**src/rtl/insertion_sort.sv**
```systemverilog
// Sequential insertion sort over a packed array: one compare per cycle, stable.
// Define INSERTION_SORT_DESCENDING_EN to sort descending (element 0 = maximum).
module insertion_sort #(
  parameter int SIZE_DATA = 8,
  parameter int NUM_VALS  = 8
) (
  input  logic                          i_clk,
  input  logic                          i_rst_n,
  input  logic                          i_start,
  input  logic [NUM_VALS*SIZE_DATA-1:0] i_data,
  output logic                          o_done,
  output logic [NUM_VALS*SIZE_DATA-1:0] o_data,
  output logic [1:0]                    dbg_state
);

  localparam int IW = $clog2(NUM_VALS) + 1;
  localparam int AW = (NUM_VALS > 1) ? $clog2(NUM_VALS) : 1;
  localparam logic [IW-1:0] ONE  = IW'(1);
  localparam logic [IW-1:0] N_IW = IW'(NUM_VALS);

  // Start handshake: i_start is a request sampled on a rising edge; it is
  // accepted only in IDLE or DONE, and i_data is captured on that same edge.
  typedef enum logic [1:0] {IDLE, PICK, SCAN, DONE} state_t;

  state_t               state, state_next;
  logic [SIZE_DATA-1:0] arr   [NUM_VALS];
  logic [SIZE_DATA-1:0] arr_n [NUM_VALS];
  logic [SIZE_DATA-1:0] key;
  logic [IW-1:0]        i, j;
  logic [IW-1:0]        i_inc, j_p1;
  logic [AW-1:0]        i_a, j_a, jp1_a;
  logic                 gt, load, place, out_load;

  assign dbg_state = state;
  assign i_inc     = i + ONE;
  assign j_p1      = j + ONE;
  assign i_a       = i[AW-1:0];
  assign j_a       = j[AW-1:0];
  assign jp1_a     = j_p1[AW-1:0];

`ifdef INSERTION_SORT_DESCENDING_EN
  assign gt = (arr[j_a] < key);
`else
  assign gt = (arr[j_a] > key);
`endif

  always_ff @(posedge i_clk or negedge i_rst_n) begin
    if (!i_rst_n) state <= IDLE;
    else          state <= state_next;
  end

  always_comb begin
    state_next = state;
    load       = 1'b0;
    place      = 1'b0;
    out_load   = 1'b0;
    for (int k = 0; k < NUM_VALS; k++) arr_n[k] = arr[k];
    case (state)
      IDLE, DONE: begin
        if (i_start) begin
          load = 1'b1;
          for (int k = 0; k < NUM_VALS; k++) arr_n[k] = i_data[k*SIZE_DATA +: SIZE_DATA];
          state_next = (NUM_VALS == 1) ? DONE : PICK;
          out_load   = (NUM_VALS == 1);
        end
      end
      PICK: state_next = SCAN;
      SCAN: begin
        // Strict compare keeps equal keys in input order; at j=0 the shift
        // and the key placement share one cycle so j never wraps.
        if (gt) begin
          arr_n[jp1_a] = arr[j_a];
          if (j == '0) arr_n[0] = key;
        end else begin
          arr_n[jp1_a] = key;
        end
        if (!gt || j == '0) begin
          place      = 1'b1;
          state_next = (i_inc == N_IW) ? DONE : PICK;
          out_load   = (i_inc == N_IW);
        end
      end
      default: state_next = IDLE;
    endcase
  end

  always_ff @(posedge i_clk or negedge i_rst_n) begin
    if (!i_rst_n) begin
      for (int k = 0; k < NUM_VALS; k++) arr[k] <= '0;
      key    <= '0;
      i      <= '0;
      j      <= '0;
      o_done <= 1'b0;
      o_data <= '0;
    end else begin
      for (int k = 0; k < NUM_VALS; k++) arr[k] <= arr_n[k];
      if (load) begin
        i      <= ONE;
        j      <= '0;
        o_done <= 1'b0;
      end
      if (state == PICK) begin
        key <= arr[i_a];
        j   <= i - ONE;
      end
      if (state == SCAN) begin
        if (place) i <= i_inc;
        else       j <= j - ONE;
      end
      // Output register includes this cycle's final write.
      if (out_load) begin
        o_done <= 1'b1;
        for (int k = 0; k < NUM_VALS; k++) o_data[k*SIZE_DATA +: SIZE_DATA] <= arr_n[k];
      end
    end
  end

endmodule

```
**config.mk**
```make
export PLATFORM = sky130hd
export DESIGN_NAME = insertion_sort
export DESIGN_NICKNAME = d
export VERILOG_FILES = /design/src/rtl/insertion_sort.sv
export SDC_FILE = /design/constraint.sdc
export NUM_CORES = 1
export LEC_CHECK = 0
export ABC_AREA = 1
export CAP_MARGIN = 20
export CELL_PAD_IN_SITES_DETAIL_PLACEMENT = 1
export CELL_PAD_IN_SITES_GLOBAL_PLACEMENT = 1
export CORE_ASPECT_RATIO = 1.2
export CORE_MARGIN = 3
export CORE_UTILIZATION = 36
export DETAILED_ROUTE_END_ITERATION = 8
export PLACE_DENSITY_LB_ADDON = 0.05
export SLEW_MARGIN = 20
export SYNTH_ARGS = -nofsm -noshare
export SYNTH_HDL_FRONTEND = slang
export SYNTH_SLANG_ARGS = --single-unit
```
**constraint.sdc**
```tcl
create_clock -name i_clk -period 2.9 [get_ports i_clk]
set_clock_uncertainty 0.2 [all_clocks]
set_input_delay 0.29 -clock i_clk [delete_from_list [all_inputs] [get_ports i_clk]]
set_output_delay 0.29 -clock i_clk [all_outputs]
set_load 0.02 [all_outputs]
```
==> reports/results.tsv <==
metric	value	unit
RSZ-0062 raised after global routing	yes	
area of the multi-input gates	6150	µm²
Post-Synthesis Cells	1362	
Sink Count	147	
Netlist cell types	37	
starting density of the core	0.366	
max frequency	300	MHz
start of the worst register-to-register path	j[0]	
syn nets	1445	
max-slew violation count	0	
initial antenna violation count	0	
Synth-to-Final Area Change	53.9	%
R2R Path End	o_data[47]	
violated checks	setup timing	
total power draw	23700	µW
delay of the slowest critical-path stage	0.39	ns
Vias/cell	5.67	
Synth Register Bits	147	
Peak VDD IR	1.07	mV
DRT Pass-1 Iters	5	
grt ovf	0	
Nets	1728	
Total Wirelength	49.4	mm
Worst Setup EP	o_data[47]	
startpoint types	flip-flop	
# IOs	134	
gpl congestion	0.944	
Inserted Diodes	0	
row count	65	
final worst-path setup slack	-0.430	ns
CTS H-Tree Depth	4	
delay-heaviest family, CP	simple AND/OR/NAND/NOR gates	
Most used DFF post-synth	dfrtp_1	
fin crit period	3.33	ns
largest net degree at the start of global routing	58	
Clock Latency Late Sink	0.45	ns
critical path required time	3.04	ns
GRT Overall Usage	0.316	
DRT antenna net count	0	
FF+latch area	3680	µm²
CP dominant cell by count	nand2_2	
Finish-stage setup viols	138	
period utilization	1.15	
CTS Buffer Depth	2	
worst path bufs/invs	6	
DRC viols	0	
CTS tree	yes	
fraction of registers with async set/reset	1.00	
worst slack at placement	-0.468	ns
CP cell instances	buf_6, buf_12, o211ai_1, nand3_1, nand2_2, inv_2, ha_4, nand2_2, inv_2, nand2_2, nand2_2, nand2_2, nand2_4, nand2_4, buf_12, o21ai_4, buf_12, nand2_2, nand2_2, nand2_2, nand3_2, nand2_1	
Die X	156	µm
status	finished, violations left	
first-pass GRT wire length	68.7	mm
crit path capture type	flip-flop	
die height	186	µm
layout cells sized above 1	0.304	
filler instances	3186	
reg2reg setup slack	-0.43	ns
Synth area leader	dfrtp_1	
slew margin rel.	0.431	
Ys Warns	0	
Die Footprint	28900	µm²
Crit Path Max Fanout	8	
vias in the first global route	11400	
Power Dens Cells	1590	nW/µm²
Num CTS Buffers	17	
Max-cap violations	0	
leading cell types in the layout, fill and taps excluded	nand2_1, buf_4, dfrtp_1	
Core Area	26400	µm²
Port Buffers	133	
CTS root buffer	clkbuf_16	
top-area cell type share of the netlist area	0.380	
Critical Path Start	j[0]	
EDFF count, synth	0	
R2R depth	22	
crit path kind	flip-flop to flip-flop	
Min-Delay Path Class	primary input to asynchronous set/reset pin	
LEAKAGE	0.00676	µW
vias post-DR	11300	
final-report hold violation count	0	
post-DR wirelength/cell	24.8	µm
sequential fraction of the synthesis area	0.380	
most common cell after layout, fill and taps aside	nand2_1	
TNS Setup	-39.99	ns
DR iter-0 viols	760	
CP max-delay cell	dfrtp_1	
Final HPWL DP	32.8	mm
mapped cell area	9680	µm²
Clock Pin Slew Worst Setup and Hold Paths	0.07	ns
synthesized area per cell	7.11	µm²
Worst EP arrival	3.47	ns
Stages on worst setup path	22	
Area contributors post-synth	dfrtp_1, nand2_1, a21oi_1	
Worst-Margin Slew	0.851	ns
per-stage QoR:
| stage | util | cell area [µm²] | instances | hold slack [ns] |
|---|---|---|---|---|
| after CTS | 0.514 | 13600 | 1965 | 0.222 |
| after detailed placement | 0.474 | 12500 | 1924 | 0.126 |
| after global routing | 0.564 | 14900 | 1991 | 0.247 |
| after global placement | 0.474 | 12500 | 1924 | 0.129 |
| after floorplan | - | 9680 | 1362 | -0.206 |
| final | 0.564 | 14900 | 1991 | 0.208 |
worst min-delay path by stage:
stage	from	endpoint	slack (ns)	cells past startpoint
finish	i_rst_n	dbg_state[0]	0.21	2
global route	i_rst_n	arr[60]	0.25	2
CTS	i_rst_n	arr[60]	0.22	2
detailed placement	i_rst_n	arr[57]	0.13	1
global placement	i_rst_n	dbg_state[0]	0.13	1
floorplan	i_rst_n	arr[0]	-0.21	0
kinds of logic after synthesis:
| group | share of synthesized area |
|---|---|
| AOI/OAI and AO/OA | 0.225 |
| buffers and inverters | 0.0941 |
| and+or+nand+nor | 0.276 |
| adders and majority gates | 0.0207 |
| xor gates and xnor gates | 0.00452 |
| DFF | 0.380 |
power breakdown:
| group | total, µW | switching (µW) | internal, µW | leakage [µW] |
|---|---|---|---|---|
| logic | 17600 | 10400 | 7220 | 0.00486 |
| clock network | 2730 | 991 | 1740 | 0.000329 |
| registers | 3350 | 598 | 2750 | 0.00157 |
sequential cells by signal (all words and copies together) (netlist names):
name and count:
dbg_state 2, o_done 1, i 4, j 4, arr 64, key 8
o_data 64
repair_timing:
action,CTS,global route
setup buffers,8,14
gates resized for setup,72,292
setup endpoints to repair,139,139
pin swaps,32,61
endpoints found under the hold margin,54,0
hold buffers,1,0
gates cloned,2,12
cell type report:
class | instances | area share
Clock buffer | 21 | 0.0309
Clock inverter | 9 | 0.0152
Inverter | 131 | 0.0342
Multi-Input combinational cell | 1007 | 0.413
Sequential cell | 147 | 0.247
Tap cell | 335 | 0.0281
Timing Repair Buffer | 341 | 0.232
cell usage after synthesis (3+ instances only):
library cell / count
a21boi_1: 26
o21ai_2: 6
nor2_1: 16
a21boi_0: 36
clkbuf_1: 40
nand3_1: 108
buf_2: 16
xor2_1: 4
dfrtp_1: 147
nand2_1: 506
buf_1: 3
o211ai_1: 48
o21ai_0: 47
inv_1: 112
a21oi_1: 114
a221oi_1: 41
inv_2: 17
buf_6: 8
ha_1: 16
nor3_4: 4
buf_4: 11
o21ai_1: 16
worst register-to-register path: cells and delay by family (launching register included):
| family | cells | cell delay [ns] |
|---|---|---|
| fa+ha+maj | 1 | 0.27 |
| buf+inv | 6 | 0.82 |
| compound gates | 2 | 0.42 |
| simple gates | 13 | 1.12 |
| flops | 1 | 0.39 |
metal layers:
| layer | vias up | wire length [µm] | GRT usage |
|---|---|---|---|
| met5 | - | 0 | 0 |
| met4 | 0 | 2430 | 0.123 |
| met3 | 122 | 2180 | 0.0398 |
| met2 | 398 | 25100 | 0.552 |
| met1 | 5677 | 19700 | 0.399 |
| li1 | 5090 | - | - |
Note: power is estimated with default switching activity, not from simulation.
